File: src/rtl/mem_stage_ctrl.sv
// mem_stage_ctrl: MEM-stage controller, EX/MEM consumer driving a req/ack data memory.
// Optional macro MEM_TIMEOUT_EN: abort accesses left unacked for TIMEOUT_CYCLES.
module mem_stage_ctrl #(
   parameter int DATA_W         = 16,
   parameter int REG_W          = 3,
   parameter int TIMEOUT_CYCLES = 15
) (
   input  logic              clock,
   input  logic              reset_n,
   input  logic              BranchIn,
   input  logic              MemReadIn,
   input  logic              MemWriteIn,
   input  logic              MemtoRegIn,
   input  logic              ZeroIn,
   input  logic              RegWriteIn,
   input  logic [DATA_W-1:0] aluResultIn,
   input  logic [DATA_W-1:0] storeDataIn,
   input  logic [DATA_W-1:0] branchTargetIn,
   input  logic [REG_W-1:0]  regDstIn,
   output logic              mem_req,
   output logic              mem_we,
   output logic [DATA_W-1:0] mem_addr,
   output logic [DATA_W-1:0] mem_wdata,
   input  logic [DATA_W-1:0] mem_rdata,
   input  logic              mem_ack,
   output logic              stall,
   output logic              PCSrc,
   output logic [DATA_W-1:0] branchTarget,
   output logic [DATA_W-1:0] readDataOut,
   output logic [DATA_W-1:0] aluResultOut,
   output logic [REG_W-1:0]  regDstOut,
   output logic              MemtoRegOut,
   output logic              RegWriteOut,
   output logic              memFault
);

   typedef enum logic {IDLE, ACCESS} state_t;

   state_t            state;
   state_t            state_nx;
   logic              access_req;
   logic              abort;
   logic [REG_W-1:0]  lat_rd;
   logic              lat_rw;
   logic              lat_m2r;

   assign access_req = MemReadIn | MemWriteIn;

`ifdef MEM_TIMEOUT_EN
   localparam int CNT_W = $clog2(TIMEOUT_CYCLES + 1);
   localparam logic [CNT_W-1:0] CNT_LAST = CNT_W'(TIMEOUT_CYCLES - 1);

   logic [CNT_W-1:0] cnt;

   assign abort = (state == ACCESS) & ~mem_ack & (cnt == CNT_LAST);

   // count unacked ACCESS cycles; emit a one-cycle fault on abort
   always_ff @(posedge clock or negedge reset_n) begin
      if (!reset_n) begin
         cnt      <= '0;
         memFault <= 1'b0;
      end else begin
         memFault <= abort;
         if (state == IDLE)
            cnt <= '0;
         else if (!mem_ack)
            cnt <= cnt + 1'b1;
      end
   end
`else
   assign abort    = 1'b0;
   assign memFault = 1'b0;
`endif

   // branch resolution is purely combinational
   assign branchTarget = branchTargetIn;
   assign PCSrc        = BranchIn & ZeroIn & ~stall;

   // state register
   always_ff @(posedge clock or negedge reset_n) begin
      if (!reset_n)
         state <= IDLE;
      else
         state <= state_nx;
   end

   // next state and stall
   always_comb begin
      state_nx = state;
      stall    = 1'b0;
      unique case (state)
         IDLE: begin
            stall = access_req;
            if (access_req)
               state_nx = ACCESS;
         end
         ACCESS: begin
            stall = ~mem_ack & ~abort;
            if (mem_ack | abort)
               state_nx = IDLE;
         end
      endcase
   end

   // memory request, latched op fields and MEM/WB register
   always_ff @(posedge clock or negedge reset_n) begin
      if (!reset_n) begin
         mem_req      <= 1'b0;
         mem_we       <= 1'b0;
         mem_addr     <= '0;
         mem_wdata    <= '0;
         lat_rd       <= '0;
         lat_rw       <= 1'b0;
         lat_m2r      <= 1'b0;
         readDataOut  <= '0;
         aluResultOut <= '0;
         regDstOut    <= '0;
         MemtoRegOut  <= 1'b0;
         RegWriteOut  <= 1'b0;
      end else begin
         unique case (state)
            IDLE: begin
               readDataOut <= '0;
               if (access_req) begin
                  mem_req     <= 1'b1;
                  mem_we      <= MemWriteIn;
                  mem_addr    <= aluResultIn;
                  mem_wdata   <= storeDataIn;
                  lat_rd      <= regDstIn;
                  lat_rw      <= RegWriteIn;
                  lat_m2r     <= MemtoRegIn & ~MemWriteIn;
                  RegWriteOut <= 1'b0;
                  MemtoRegOut <= 1'b0;
               end else begin
                  aluResultOut <= aluResultIn;
                  regDstOut    <= regDstIn;
                  RegWriteOut  <= RegWriteIn;
                  MemtoRegOut  <= MemtoRegIn;
               end
            end
            ACCESS: begin
               if (mem_ack) begin
                  mem_req      <= 1'b0;
                  aluResultOut <= mem_addr;
                  regDstOut    <= lat_rd;
                  RegWriteOut  <= lat_rw;
                  MemtoRegOut  <= lat_m2r;
                  readDataOut  <= mem_we ? '0 : mem_rdata;
               end else if (abort) begin
                  mem_req     <= 1'b0;
                  RegWriteOut <= 1'b0;
                  MemtoRegOut <= 1'b0;
                  readDataOut <= '0;
               end
            end
         endcase
      end
   end

endmodule

File: config.mk
export PLATFORM = sky130hd
export DESIGN_NAME = mem_stage_ctrl
export DESIGN_NICKNAME = d
export VERILOG_FILES = /design/src/rtl/mem_stage_ctrl.sv
export SDC_FILE = /design/constraint.sdc
export NUM_CORES = 1
export LEC_CHECK = 0
export CELL_PAD_IN_SITES_DETAIL_PLACEMENT = 0
export CELL_PAD_IN_SITES_GLOBAL_PLACEMENT = 1
export CORE_ASPECT_RATIO = 0.7
export CORE_UTILIZATION = 33
export DETAILED_ROUTE_END_ITERATION = 16
export HOLD_SLACK_MARGIN = 0.05
export PLACE_DENSITY = 0.83
export SYNTH_ARGS = -nofsm -noshare
export SYNTH_HDL_FRONTEND = slang
export SYNTH_SLANG_ARGS = --single-unit
File: constraint.sdc
create_clock -name clock -period 3 [get_ports clock]
set_input_delay 0.45 -clock clock [delete_from_list [all_inputs] [get_ports clock]]
set_output_delay 0.45 -clock clock [all_outputs]
set_load 0.03 [all_outputs]
Word-level counts from Yosys, hierarchy flattened:

Cells that the tools add are included.

* mux-type cells: 22
* reductions and logical operators: 3
* bitwise gates (word level): 8
* equality and inequality tests: 3

Operator list (number)
* two-way mux 16 bit: 4
* case mux 16 bit (2 select lines): 2
* case mux 1 bit (2 select lines): 5
* two-way mux 1 bit: 8
* two-way mux 3 bit: 2
* != test 2 bit (second input constant): 3
* case mux 3 bit (2 select lines): 1
* AND reduction 2 bit: 3
* NOT 1 bit: 4
* AND 1 bit: 3
* OR 1 bit: 1

* output and inout port bits: 90
* input bits: 76
* word-level logic and storage cells: 49
* flip-flop bits (word level): 77

Logic depth before layout (Yosys ltp):

Gate-level depths: netlist of run 1.

* depth in word-level cells: 4
* mapped depth: 5
* depth with buffers taken out: 2

Least setup slack after synthesis of run 1:

Ideal clock, no wire load.

* path type: input to output
* from: input port mem_ack
* to: output port stall
* cell stages on the path: 4
* slack: 1.121 ns
* buffers on the path: 2
* data required time: 2.550 ns
* arrival: 1.429 ns
* cells stage by stage: clkbuf_1 -> and2_1 -> buf_2 -> nor2_1

* word-level cells in the longest chain between the ends: 2

RTL lines
* start, declared: RTL line 25 `input logic mem_ack,`
* NOT 1 bit: RTL line 98 `stall = ~mem_ack & ~abort;`
* case mux 1 bit (2 select lines): RTL line 91 `unique case (state)`
* end, declared: RTL line 26 `output logic stall,`

No other way between the ends.

Worst setup path after layout of run 1:

* from: input port MemWriteIn
* to: output port stall

* word-level cells in the longest chain between the ends: 2

RTL lines
* start, declared: RTL line 12 `input logic MemWriteIn,`
* OR 1 bit: RTL line 47 `assign access_req = MemReadIn | MemWriteIn;`
* case mux 1 bit (2 select lines): RTL line 91

No other way between the ends.

==> results.json, run 1 <==
{
  "crit_type": "primary input to output pin",
  "num-nets-final": 451,
  "maximum_number_of_pins_on_one_net_before_global_route_repair": 78,
  "cellInternalPower_w": 0.002666,
  "syn_to_final_growth_pct": 48.08,
  "worst_setup_hold_path_clk_slew_ns": 0.06,
  "utilization_pct": 51.06,
  "grt_resource_usage_total_pct": 16.68,
  "power.share.combinational_pct": 33.5,
  "wl_per_cell_um": 16.68,
  "clock_path_buffers": 2,
  "critical_path.max_fanout": 4,
  "numPortBuffers": 132,
  "yosys-top-cells-area": "sky130_fd_sc_hd__dfrtp_1 (57%), sky130_fd_sc_hd__mux2_2 (13%), sky130_fd_sc_hd__a22o_1 (4.6%)",
  "reg2regPathDepth": 3,
  "synth_area_um2": 3391,
  "pin_count": 166,
  "clock-sinks": 77,
  "fin_worst_hold_slack_ns": 0.2705,
  "muxShareOfSynthArea_pct": 13.28,
  "wirelength_mm": 8.475,
  "run_status": "complete, no violations",
  "worstMarginPinSlew_ns": 1.039,
  "total_leakage_power_nw": 2.106,
  "cts.hold.buffers_added": 0,
  "first_global_vias": 2639,
  "async_sr_flop_fraction_pct": 100.0,
  "power.density_nw_per_um2": 782.9,
  "cell_taking_the_most_area_after_synthesis": "sky130_fd_sc_hd__dfrtp_1",
  "max_freq_ghz": 0.4179,
  "floorplan.die_area_um2": 10690,
  "die_height_um": 86.81,
  "share_of_the_synthesized_area_in_the_top_cell_type_pct": 56.83,
  "post_cts.repair.setup_buffers": 0,
  "post-dp-hpwl_mm": 5.447,
  "yosysSeqAreaShare_pct": 56.83,
  "global_route_wire_length_before_repair_mm": 13.54,
  "dr.pass1.iters": 4,
  "worst_slew_margin_relative_to_its_limit_pct": 30.56,
  "net_count_of_the_mapped_netlist": 342,
  "final_cells": 508,
  "crit-reg2reg-capture": "readDataOut[12]",
  "cap_violations": 0,
  "period_share_pct": 79.77,
  "synth_instances": 266,
  "worst_skew_pair_latency_ns": 0.33,
  "end_kind": "output pin",
  "yosysWarnings": 0,
  "min_cycle_time_layout_ns": 2.393,
  "timing.final.max_slew_violations": 0,
  "final_setup_viols": 0,
  "drc": 0,
  "cts_made_buffers": 9,
  "antennaDiodeCount": 0,
  "power.switching_fraction_pct": 32.17,
  "n_fill_cell": 870,
  "crit_path_arrival_time_ns": 1.94,
  "tns_ns": 0,
  "post-synth-top-count-cell": "sky130_fd_sc_hd__dfrtp_1",
  "irDropWorstVdd_mv": 0.3857,
  "p_seq_share_pct": 35.0,
  "drt.antenna.violating_nets": 0,
  "compound_gate_portion_of_the_synthesized_area_pct": 14.87,
  "synth_area_in_xor_xnor_pct": 0,
  "placementRows": 30,
  "timing_hold_violations_final": 0,
  "synth-adder-area-share_pct": 0,
  "initial_utilization_pct": 34.48,
  "drt-vias-per-instance": 5.002,
  "ff2ff_setup_slack_ns": 1.07,
  "synth-main-ff-cell": "sky130_fd_sc_hd__dfrtp_1",
  "grt_setup_unrepaired": "no",
  "ctsResizeCount": 0,
  "route.vias.total": 2541,
  "clk_root_buffer_cell": "sky130_fd_sc_hd__clkbuf_16",
  "chipWidth_um": 123.2,
  "syn_area_per_cell_um2": 12.75,
  "first_iter_violations": 105,
  "regToRegStartpoint": "state",
  "placedCellCount": 492,
  "class_of_the_tightest_hold_or_removal_check": "primary input to asynchronous set/reset pin",
  "synth_enable_flop_cells": 0,
  "pre_cts_setup_slack_ns": 0.6130,
  "timing.critical_path.from_type": "primary input",
  "antenna_violations_before_repair": 0,
  "synth_top_cells_by_count": "sky130_fd_sc_hd__dfrtp_1 (77), sky130_fd_sc_hd__mux2_2 (40), sky130_fd_sc_hd__a21oi_1 (20)",
  "combinational_family_with_the_most_area_after_synthesis": "compound AO/OA/AOI/OAI gates",
  "layout_setup_ws_ns": 0.6069,
  "synth_cell_type_count": 23,
  "worst_ep_required_time_ns": 2.55,
  "ctsHtreeMaxLevel": 3,
  "core_region_area_um2": 9834,
  "ys_seq_elements": 77,
  "final.setup_skew_ns": 0.005642,
  "grt_overflow_total": 0,
  "final_weighted_congestion_of_routability_driven_global_placement": 0.7069,
  "cts_tree": "built",
  "p_sw_w": 0.001265,
  "layout-drive-gt1-share_pct": 20.53,
  "clkPwrFrac_pct": 31.5,
  "synth_simple_gate_area_share_pct": 5.240
}
layout by cell type, fill, tap and decap left out, drive strengths merged:
cell type,count
clkdlybuf4s50,130
dfrtp,77
mux2,40
a21oi,20
inv,19
nor4,19
a221oi,19
a22o,18
buf,10
clkbuf,9
clkinv,4
bufinv,3
nor3,2
nor2b,2
and2,1
nor2,1
o211a,1
o21bai,1
and3b,1
or3,1
nand2b,1
conb,1
worst max-delay path by stage:
stage               startpoint    end  slack [ns]  depth (start not counted)
finish              MemWriteIn  stall        0.61                          5
global placement    MemWriteIn  stall        0.63                          5
global route         MemReadIn  stall        0.57                          5
CTS                 MemWriteIn  stall        0.60                          5
floorplan              mem_ack  stall        1.12                          4
detailed placement  MemWriteIn  stall        0.61                          5
per-stage QoR:
stage,total power [W],instance area [um^2]
after floorplan,0.002168,3391
after global placement,0.002695,4682
after detailed placement,0.002720,4682
after CTS,0.003976,5021
after global routing,0.004116,5021
final,0.003931,5021
cell families (layout without fill, tap and decap cells):
kind of cell    count (synthesis)  after routing
flops                          77             77
buf+inv                        61            175
compound gates                 59             59
mux                            40             40
simple gates                   28             28
other cells                     1              1
critical path, cell delays in order:
cell and delay [ns]:
sky130_fd_sc_hd__clkdlybuf4s50_1 0.49, sky130_fd_sc_hd__nor3_1 0.06, sky130_fd_sc_hd__buf_4 0.15, sky130_fd_sc_hd__nor2_1 0.11, sky130_fd_sc_hd__clkdlybuf4s50_1 0.68
state kept, by name (all words and copies together) (netlist names):
name	cells
lat_rw	1
mem_req	1
mem_we	1
mem_wdata	16
lat_rd	3
lat_m2r	1
aluResultOut	16
MemtoRegOut	1
regDstOut	3
state	1
RegWriteOut	1
mem_addr	16
readDataOut	16
area by class of cell:
cell class	instances	area (um^2)	area share (%)
well taps	128	160.2	3.190
clock buffers	9	225.2	4.485
clock inverters	7	113.9	2.268
inverters	19	71.32	1.420
flip-flops and latches	77	1927	38.38
multi-input cells	128	1147	22.85
repair buffers	140	1376	27.41
power by group through the flow:
stage                     clock network (W)  logic [W]  registers, W
after global placement                    0    0.00131       0.00138
after CTS                           0.00127    0.00133       0.00138
after global routing                0.00131    0.00140       0.00141
final                               0.00124    0.00132       0.00138
after detailed placement                  0    0.00133       0.00139
after floorplan                           0   0.000397       0.00177
layer usage:
| layer | up-vias | wire length (um) | global-route usage, % |
|---|---|---|---|
| met4 | 0 | 83 | 5.148 |
| met2 | 117 | 3849 | 26.10 |
| met1 | 1239 | 3652 | 20.00 |
| li1 | 1174 | - | - |
| met5 | - | 0 | 0 |
| met3 | 11 | 889 | 8.421 |
Note: power is estimated with default switching activity, not from simulation.
==> inputs of run 2 (changes only) <==
--- a/config.mk
+++ b/config.mk
@@ -8,10 +8,10 @@
 export CELL_PAD_IN_SITES_DETAIL_PLACEMENT = 0
 export CELL_PAD_IN_SITES_GLOBAL_PLACEMENT = 1
 export CORE_ASPECT_RATIO = 0.7
-export CORE_UTILIZATION = 33
+export CORE_UTILIZATION = 28
 export DETAILED_ROUTE_END_ITERATION = 16
 export HOLD_SLACK_MARGIN = 0.05
-export PLACE_DENSITY = 0.83
+export PLACE_DENSITY = 0.75
 export SYNTH_ARGS = -nofsm -noshare
 export SYNTH_HDL_FRONTEND = slang
 export SYNTH_SLANG_ARGS = --single-unit
==> constraint.sdc (replaced) <==
create_clock -name clock -period 2.17 [get_ports clock]
set_input_delay 0.3255 -clock clock [delete_from_list [all_inputs] [get_ports clock]]
set_output_delay 0.3255 -clock clock [all_outputs]
set_load 0.03 [all_outputs]
==> run 2 against run 1 <==
Compared with the run above:
- global-route usage decreased by 2.2 points
- via count increased by 1.3%
- utilization decreased by 7.3 points
- non-clock buffer count increased by 7
- highest routed layer unchanged
- hold slack improved by 0.23 ns
- routed wire length increased by 2.7%
- clock skew about the same
==> results.json, run 2 (synthesized netlist as in run 1, its figures left out) <==
{
  "run_status": "complete, no violations",
  "worst_skew_pair_latency_ns": 0.33,
  "class_of_the_tightest_hold_or_removal_check": "flop to flop",
  "final_cells": 544,
  "max_freq_ghz": 0.5034,
  "worstMarginPinSlew_ns": 1.084,
  "layout.area.seq_um2": 1928,
  "drt-vias-per-instance": 4.733,
  "grt_resource_usage_total_pct": 14.46,
  "reg2regPathDepth": 3,
  "grt_overflow_total": 0,
  "final_weighted_congestion_of_routability_driven_global_placement": 0.7866,
  "pre_cts_setup_slack_ns": 0.08378,
  "maximum_number_of_pins_on_one_net_before_global_route_repair": 41,
  "layout-drive-gt1-share_pct": 21.45,
  "initial_utilization_pct": 28.81,
  "numPortBuffers": 132,
  "layout_setup_ws_ns": 0.1837,
  "final.setup_skew_ns": 0.005827,
  "die_height_um": 94.07,
  "cap_violations": 0,
  "placementRows": 33,
  "crit_path_arrival_time_ns": 1.66,
  "global_route_wire_length_before_repair_mm": 13.88,
  "worst_slew_margin_relative_to_its_limit_pct": 27.60,
  "crit_path_start": "mem_ack",
  "crit_type": "primary input to output pin",
  "tns_ns": 0,
  "n_fill_cell": 1114,
  "cts_tree": "built",
  "worst_ep_required_time_ns": 1.84,
  "pin_count": 166,
  "final_setup_viols": 0,
  "drc": 0,
  "post_cts.repair.setup_buffers": 0,
  "most_common_library_cell_in_the_layout_ignoring_fill_and_taps": "sky130_fd_sc_hd__clkdlybuf4s50_1",
  "holdPathStages": 1,
  "worst_setup_hold_path_clk_slew_ns": 0.05,
  "crit-reg2reg-capture": "readDataOut[14]",
  "power.density_nw_per_um2": 1060,
  "post-dp-hpwl_mm": 5.941,
  "end_kind": "output pin",
  "drt.antenna.violating_nets": 0,
  "floorplan.die_area_um2": 12560,
  "total_leakage_power_nw": 2.153,
  "clock-sinks": 77,
  "grt_setup_unrepaired": "no",
  "cts_made_buffers": 9,
  "wl_per_cell_um": 16.00,
  "route.vias.total": 2575,
  "timing.final.max_slew_violations": 0,
  "regToRegStartpoint": "state",
  "timing.critical_path.from_type": "primary input",
  "first_iter_violations": 104,
  "antennaDiodeCount": 0,
  "core_region_area_um2": 11770,
  "syn_to_final_growth_pct": 51.70,
  "num-nets-final": 458,
  "period_share_pct": 91.53,
  "timing_hold_violations_final": 0,
  "hold_path_startpoint": "mem_wdata[10]",
  "chipWidth_um": 133.5,
  "clock_path_buffers": 2,
  "multiInputGateArea_um2": 1147,
  "commonest_cells_after_routing_fill_and_taps_aside": "sky130_fd_sc_hd__clkdlybuf4s50_1 (129), sky130_fd_sc_hd__dfrtp_1 (76), sky130_fd_sc_hd__mux2_2 (40)",
  "dr.pass1.iters": 4,
  "min_cycle_time_layout_ns": 1.986,
  "clk_root_buffer_cell": "sky130_fd_sc_hd__clkbuf_16",
  "first_global_vias": 2552,
  "antenna_violations_before_repair": 0,
  "placedCellCount": 527,
  "irDropWorstVdd_mv": 0.3680,
  "utilization_pct": 43.71,
  "ff2ff_setup_slack_ns": 0.31,
  "ctsHtreeMaxLevel": 3,
  "whs_endpoint": "mem_wdata[10]",
  "critical_path.max_fanout": 20,
  "wirelength_mm": 8.706
}
[run 2: worst max path at each step]
stage / to / slack (ns) / cells after the start
detailed placement: stall / 0.08 / 4
floorplan: stall / 0.54 / 4
finish: PCSrc / 0.18 / 5
CTS: stall / 0.05 / 4
global placement: stall / 0.12 / 4
global route: PCSrc / 0.13 / 5
[run 2: timing repair]
action | 4_1_cts | 5_1_grt
hold buffers | 1 | 0
setup endpoints to repair | 0 | 1
resized for setup | 0 | 1
hold endpoints to repair | 37 | 0
[run 2: cell type report]
class,count,share of cell area [%]
Inverter,19,1.387
Timing Repair Buffer,147,28.36
Sequential cell,77,37.48
Clock buffer,12,4.792
Multi-Input combinational cell,128,22.31
Tap cell,157,3.819
Clock inverter,4,1.849
[run 2: per-layer routing]
| layer | share of wire (%) | up-vias | track usage (%) |
|---|---|---|---|
| met5 | 0 | - | 0 |
| met4 | 1.2 | 0 | 4.640 |
| met3 | 8.7 | 10 | 6.041 |
| met2 | 43 | 113 | 21.35 |
| met1 | 47 | 1273 | 19.04 |
| li1 | - | 1179 | - |
[run 2: critical path: stages]
cell and delay, ns:
sky130_fd_sc_hd__clkdlybuf4s50_1 0.49, sky130_fd_sc_hd__and2_1 0.16, sky130_fd_sc_hd__buf_4 0.32, sky130_fd_sc_hd__o211a_1 0.21, sky130_fd_sc_hd__buf_4 0.15
[run 2: metrics by stage]
step / area, um^2 / hold WS (ns) / total power [W]
3_3_place_gp: 4790 / 0.3397 / 0.003755
4_1_cts: 5141 / 0.5049 / 0.005533
3_5_place_dp: 4790 / 0.3453 / 0.003782
5_1_grt: 5144 / 0.5102 / 0.005728
6_report: 5144 / 0.5009 / 0.005455
2_1_floorplan: 3391 / 0.02991 / 0.002997
[run 2: power by group]
group | internal, W | total, W | switching (W) | leakage (nW)
combinational | 0.000857 | 0.00184 | 0.000985 | 1.07
sequential | 0.00173 | 0.00191 | 0.000176 | 0.920
clock | 0.00115 | 0.00171 | 0.000555 | 0.167
